<file path="src/rtl/mx11_seq.sv">
// mx11_seq: instruction sequencer feeding the MX11 single-execute unit.
// Fetches 16-bit words over a req/ack handshake, decodes them, fetches the
// LDI immediate, and strobes the execute unit for one cycle per instruction.
//
// Ports:
//   clk, rst           clock, async active-high reset
//   run                start/resume sequencing (sampled in IDLE/HALT only)
//   pc_load/_val       PC load (honoured in IDLE/HALT only, beats run)
//   imem_req/addr      instruction memory request, addr always equals PC
//   imem_rdata/ack     memory response, rdata valid with ack
//   fetch, ldi, ldv    execute-unit write enable, immediate select, immediate
//   opcode, src_a/b    ALU opcode and operand register indices
//   dst_f, cs_n        destination index, ALU chip select (active low)
//   pc, busy, halted   status
module mx11_seq #(
  parameter int                  PC_WIDTH = 8,
  parameter logic [PC_WIDTH-1:0] RESET_PC = '0
) (
  input  logic                clk,
  input  logic                rst,
  input  logic                run,
  input  logic                pc_load,
  input  logic [PC_WIDTH-1:0] pc_load_val,
  output logic                imem_req,
  output logic [PC_WIDTH-1:0] imem_addr,
  input  logic [15:0]         imem_rdata,
  input  logic                imem_ack,
  output logic                fetch,
  output logic                ldi,
  output logic [7:0]          ldv,
  output logic [3:0]          opcode,
  output logic [3:0]          src_a,
  output logic [3:0]          src_b,
  output logic [3:0]          dst_f,
  output logic                cs_n,
  output logic [PC_WIDTH-1:0] pc,
  output logic                busy,
  output logic                halted
);

  typedef enum logic [2:0] {
    S_IDLE, S_FETCH, S_DECODE, S_IMM, S_EXEC, S_HALT
  } state_t;

  state_t              r_state, w_next;
  logic [PC_WIDTH-1:0] r_pc;
  logic [15:0]         r_ir;
  logic [7:0]          r_ldv;
  logic [3:0]          r_src_a, r_src_b, r_dst_f;

  logic w_op0, w_is_ldi, w_is_mov, w_is_halt, w_stopped, w_mem_phase;

  // Opcode 0 is the control group; its src_b field picks the action.
  assign w_op0     = (r_ir[15:12] == 4'h0);
  assign w_is_ldi  = w_op0 && (r_ir[3:0] == 4'h1);
  assign w_is_mov  = w_op0 && (r_ir[3:0] == 4'h2);
  assign w_is_halt = w_op0 && (r_ir[3:0] == 4'hF);

  assign w_stopped   = (r_state == S_IDLE) || (r_state == S_HALT);
  assign w_mem_phase = (r_state == S_FETCH) || (r_state == S_IMM);

  always_comb begin
    w_next   = r_state;
    imem_req = 1'b0;
    cs_n     = 1'b1;
    opcode   = 4'h0;
    fetch    = 1'b0;
    ldi      = 1'b0;
    busy     = 1'b1;
    halted   = 1'b0;
    case (r_state)
      S_IDLE: begin
        busy = 1'b0;
        if (!pc_load && run) w_next = S_FETCH;
      end
      S_FETCH: begin
        imem_req = 1'b1;
        if (imem_ack) w_next = S_DECODE;
      end
      S_DECODE: begin
        if (w_is_ldi)       w_next = S_IMM;
        else if (w_is_halt) w_next = S_HALT;
        else                w_next = S_EXEC;
      end
      S_IMM: begin
        imem_req = 1'b1;
        if (imem_ack) w_next = S_EXEC;
      end
      S_EXEC: begin
        cs_n   = 1'b0;
        opcode = r_ir[15:12];
        fetch  = w_is_ldi || w_is_mov;
        ldi    = w_is_ldi;
        w_next = S_FETCH;
      end
      S_HALT: begin
        busy   = 1'b0;
        halted = 1'b1;
        if (!pc_load && run) w_next = S_FETCH;
      end
      default: w_next = S_IDLE;
    endcase
  end

  always_ff @(posedge clk or posedge rst) begin
    if (rst) begin
      r_state <= S_IDLE;
      r_pc    <= RESET_PC;
      r_ir    <= '0;
      r_ldv   <= '0;
      r_src_a <= '0;
      r_src_b <= '0;
      r_dst_f <= '0;
    end else begin
      r_state <= w_next;
      if (w_stopped && pc_load)
        r_pc <= pc_load_val;
      else if (w_mem_phase && imem_ack)
        r_pc <= r_pc + {{(PC_WIDTH-1){1'b0}}, 1'b1};  // wraps naturally
      if (r_state == S_FETCH && imem_ack) r_ir  <= imem_rdata;
      if (r_state == S_IMM && imem_ack)   r_ldv <= imem_rdata[7:0];
      if (r_state == S_DECODE) begin
        r_dst_f <= r_ir[11:8];
        r_src_a <= r_ir[7:4];
        r_src_b <= r_ir[3:0];
      end
    end
  end

  assign imem_addr = r_pc;
  assign pc        = r_pc;
  assign ldv       = r_ldv;
  assign src_a     = r_src_a;
  assign src_b     = r_src_b;
  assign dst_f     = r_dst_f;

endmodule

</file>
<file path="config.mk">
export PLATFORM = sky130hd
export DESIGN_NAME = mx11_seq
export DESIGN_NICKNAME = d
export VERILOG_FILES = /design/src/rtl/mx11_seq.sv
export SDC_FILE = /design/constraint.sdc
export NUM_CORES = 1
export LEC_CHECK = 0
export CAP_MARGIN = 15
export CORE_MARGIN = 2
export CORE_UTILIZATION = 45
export DETAILED_ROUTE_END_ITERATION = 10
export PLACE_DENSITY_LB_ADDON = 0.12
export SETUP_SLACK_MARGIN = 0.02
export SLEW_MARGIN = 25
export SYNTH_ARGS = -nofsm -noshare
export SYNTH_HDL_FRONTEND = slang
export SYNTH_SLANG_ARGS = --single-unit
</file>
<file path="constraint.sdc">
create_clock -name clk -period 1.7 [get_ports clk]
set_input_delay 0.425 -clock clk [delete_from_list [all_inputs] [get_ports clk]]
set_output_delay 0.425 -clock clk [all_outputs]
set_load 0.1 [all_outputs]
</file>
**Word-level counts from Yosys, hierarchy flattened**

Cells that the tools add are included.

- Register bits: 47
- Bits in latches: 0
- Bits in writable memories: 0
- Bits in read-only memories: 0
- Input bits: 29
- Output and inout port bits: 46
- Word-level logic and storage cells: 52
- Memories kept: 0

- $add $sub $neg: 1
- Multipliers: 0
- Div/mod/pow operators: 0
- Order comparisons: 0
- Equality and inequality tests: 11
- Shifts and indexed selects: 0
- Multiplexer cells: 15
- Bitwise operators: 0
- Reduce and logical (&&, ||, !) cells: 18

Operator list:

| cell | count |
|---|---|
| $mux W8 | 2 |
| $pmux W3 S5 | 1 |
| $mux W3 | 4 |
| $add A8 B1 Y8 const B | 1 |
| $logic_and A1 B1 Y1 | 8 |
| $mux W1 | 7 |
| $eq A3 B2 Y1 const B | 2 |
| $eq A3 B3 Y1 const B | 2 |
| $eq A4 B1 Y1 const B | 1 |
| $eq A4 B2 Y1 const B | 1 |
| $eq A4 B4 Y1 const B | 1 |
| $logic_not A4 Y1 | 1 |
| $mux W4 | 1 |
| $ne A2 B2 Y1 const B | 2 |
| $reduce_or A2 Y1 | 2 |
| $eq A3 B1 Y1 const B | 1 |
| $logic_not A3 Y1 | 1 |
| $logic_or A1 B1 Y1 | 3 |
| $reduce_and A3 Y1 | 1 |
| $ne A2 B1 Y1 const B | 1 |
| $reduce_bool A2 Y1 | 1 |
| $logic_not A1 Y1 | 1 |

**Longest topological paths before layout**

- Depth after elaboration: 5
- Depth in mapped cells: 5

**Worst setup path before layout**

OpenSTA, ideal clock, no wires.

- Path type: reg2out
- Start point: reg r_state[0]
- End point: out fetch
- Data arrival time: 3.916 ns
- Slack: -2.641 ns
- Cell stages (with the launch flop): 5
- Cell sequence: dfrtp_1 buf_6 nor3b_1 nand2_1 nor4_1

- Word-level cells in the longest chain between the ends: 2

Ends and longest elaborated chain:

| item | RTL line | text |
|---|---|---|
| start: declaration | 45 | `state_t r_state, w_next;` |
| start signal: assignment | 115 | `r_state <= w_next;` |
| $eq A3 B3 Y1 | 71 | `case (r_state)` |
| $mux W1 | 71 |  |
| end: declaration | 28 | `output logic fetch,` |

No other way between the ends.

**Final worst setup path**

- Start point: reg r_ir[15]
- End point: out fetch

- Word-level cells in the longest chain between the ends: 4
- Elaborated cells on any way between the ends: 5

Ends and longest elaborated chain:

| item | RTL line | text |
|---|---|---|
| start: declaration | 47 | `logic [15:0] r_ir;` |
| start signal: assignment | 120 | `if (r_state == S_FETCH && imem_ack) r_ir <= imem_rdata;` |
| $logic_not A4 Y1 * | 54 | `assign w_op0 = (r_ir[15:12] == 4'h0);` |
| $logic_and A1 B1 Y1, on equally long branches | 55, 56 |  |
| $logic_or A1 B1 Y1 * | 92 | `fetch = w_is_ldi \|\| w_is_mov;` |
| $mux W1 * | 71 |  |

Mark *: on every way between the ends. The rest lies on a longest branch, timed or not.

==> summary.md <==
| Metric | Value |
|---|---|
| Status | complete, but fails checks |
| Failing checks | negative setup slack |
| Vertical extent of the die | 74.3 um |
| Final Hold Vio Count | 0 |
| Global-route usage over all layers | 0.242 |
| Die ar. | 5520 sq um |
| Setup repair after global routing missed its margin | yes |
| Top-Level Pins | 75 |
| Average wire per standard cell | 21.2 um |
| Minimum clock period | 2.14 ns |
| Yosys top cell area share | 0.529 |
| Worst slew slack as a fraction of its limit | 0.657 |
| Fill cell total of the finished layout | 220 |
| Weighted congestion at the end of routability-driven global placement | 0.895 |
| Wire length of the first global-routing pass | 9900 um |
| Critical path class | reg2out |
| Via count of the first global-routing pass | 1955 |
| Post-synthesis to final-layout area growth | 87.2% |
| Setup slack of the worst register-to-register path | -0.07 ns |
| Sequential cell area | 1190 sq um |
| Largest net degree at the start of global routing | 21 |
| Top cells by area, synth | dfrtp_1 (53%), mux2_2 (20%), buf_4 (3.4%) |
| Maximum fanout along the worst path | 2 |
| Worst slew pin tran | 0.510 ns |
| Kind of launch point of the worst setup path | register |
| Maximum buffer depth of the clock tree | 2 |
| Post-synth EDFFs | 0 |
| Starting DRC count in detailed routing | 187 |
| Post-synthesis cell type with the largest combined area | dfrtp_1 |
| Diodes inserted | 0 |
| Detailed-route DRC error count | 0 |
| Setup slack at placement | -0.241 ns |
| Arrival time of data at the critical path endpoint | 1.71 ns |
| Data required time of the worst path | 1.27 ns |
| Most frequent cell after synthesis | dfrtp_1 |
| Initial antenna violation count | 0 |
| Port Buffers | 74 |
| Nets | 307 |
| Final core area utilization | 0.876 |
| Synth cell count leaders | dfrtp_1 (47), mux2_2 (40), buf_4 (10) |
| Crit share post-route | 1.26 |
| Row count | 25 |
| Multi-input combinational cell area | 1160 sq um |
| Max-cap violations | 0 |
| Number of max-slew violations in the final report | 0 |
| Detailed-route vias per instance | 5.41 |
| Sum of overflow across all layers after global routing | 0 |
| Peak clock frequency supported by timing | 0.468 GHz |
| Detailed-routing iteration count for the pre-antenna-repair pass | 5 |
| PnR worst setup slack | -0.436 ns |
| CTS buffer count | 5 |
| Drt total wl | 7310 um |
| Post-synthesis sequential element count | 47 |
| Leading register cell type out of synthesis | dfrtp_1 |
| Clk root buf | clkbuf_8 |
| Placed wire-length estimate | 4440 um |
| Count of cell types in the netlist | 36 |
| Horizontal die dimension | 74.3 um |
| Starting density of the core | 0.468 |
| Vias | 1860 |
| Startpoint of the most critical setup path | r_ir[15] |
| Share of cells above drive strength 1 | 0.599 |
| Clock Sink Count | 47 |
| Final Skew | 0.00239 ns |
| Number of buffers inserted for hold repair after clock tree synthesis | 0 |
| Share of flip-flops with an asynchronous set or reset after synthesis | 1.00 |
| Worst min-delay path class | in2async |
| Type of element capturing the critical path | output pin |
| Post-Syn Instances | 175 |
| Avg Synthesized Cell Area | 12.7 sq um |
| Core ar. | 4750 sq um |
| Syn nets | 205 |
| Count of final setup violators | 27 |
| Worst-path clk slew | 0.09 ns |
| Remaining antenna violation count | 0 |
| Syn Std Cell Area | 2220 sq um |
| Clock tree from TritonCTS | yes |
| Max H-tree Level | 2 |
| Reg-to-reg startpoint | r_state[0] |
| Sequential-to-total area share from yosys stat | 0.529 |
| Yosys warning count | 0 |
| Clock network latency to the later pin of the worst-skew pair | 0.30 ns |
sequential cells by signal, indices dropped and copies added (netlist names):
register and cells:
dst_f 4, imem_addr 8, ldv 8, r_ir 16
r_state 3, src_a 4, src_b 4
area by class of cell:
class                   count  share of cell area
repair buffers            111               0.383
inverters                   5             0.00541
multi-input cells         107               0.280
clock buffers               5              0.0165
flip-flops and latches     47               0.286
clock inverters             2             0.00901
well taps                  67              0.0201
worst paths after layout:
check | endpoint | cells after the start
setup / recovery | fetch | 4
hold / removal | imem_addr[0] | 2
setup reg to reg | r_ir[11] | 7
hold reg to reg | r_ir[4] | 1
max in group asynchronous | dst_f[0] | 3
min in group clk | r_ir[4] | 1
per-stage QoR:
step / std cells / area, sq um / hold WS, ns / TNS [ns]
after floorplan: 175 / 2320 / 0.475 / -1.75
after global placement: 323 / 3690 / 0.485 / -5.26
after detailed placement: 323 / 3690 / 0.489 / -6.75
after CTS: 336 / 3910 / 0.417 / -2.05
after global routing: 344 / 4160 / 0.442 / -4.29
final: 344 / 4160 / 0.422 / -3.09
critical path, stage by stage, from the launching register on:
cell and delay, ns:
dfrtp_1 0.42, nor4_4 0.36, nand2_2 0.13, nor4_4 0.28, buf_12 0.21
routing by layer:
| layer | vias up | global-route usage | wire length, um |
|---|---|---|---|
| met5 | - | 0 | 0 |
| li1 | 828 | - | - |
| met4 | 0 | 0.0794 | 138 |
| met2 | 84 | 0.427 | 3970 |
| met1 | 935 | 0.285 | 2810 |
| met3 | 13 | 0.0705 | 388 |
logic make-up (layout without fill, tap and decap cells):
kind of cell | Yosys count | after routing | synth area share
AO/OA/AOI/OAI | 16 | 16 | 0.0484
XOR/XNOR | 5 | 5 | 0.0197
adder cells (fa/ha/maj) | 1 | 1 | 0.00562
buffers and inverters | 21 | 123 | 0.0636
flip-flops | 47 | 47 | 0.529
multiplexers | 40 | 40 | 0.202
AND/OR/NAND/NOR | 45 | 45 | 0.132
timing repair:
item                       in CTS  in global routing
setup endpoints to repair      10                 43
resized for setup              16                 46
setup buffers                   6                  7
hold endpoints to repair        0                  0
pin swaps                       6                 13
gates cloned                    0                  2
cells in the final DEF, fill, tap and decap left out, drive strengths merged, types with 4 or more instances in the layout:
master / instances
nand2: 5
dfrtp: 47
clkdlybuf4s50: 28
nand3: 5
clkbuf: 6
buf: 82
inv: 4
mux2: 40
a31oi: 5
nor4: 7
and2: 4
Power is not shown: default switching activity piles up to over one toggle a cycle in this logic, so the estimate is an artifact.
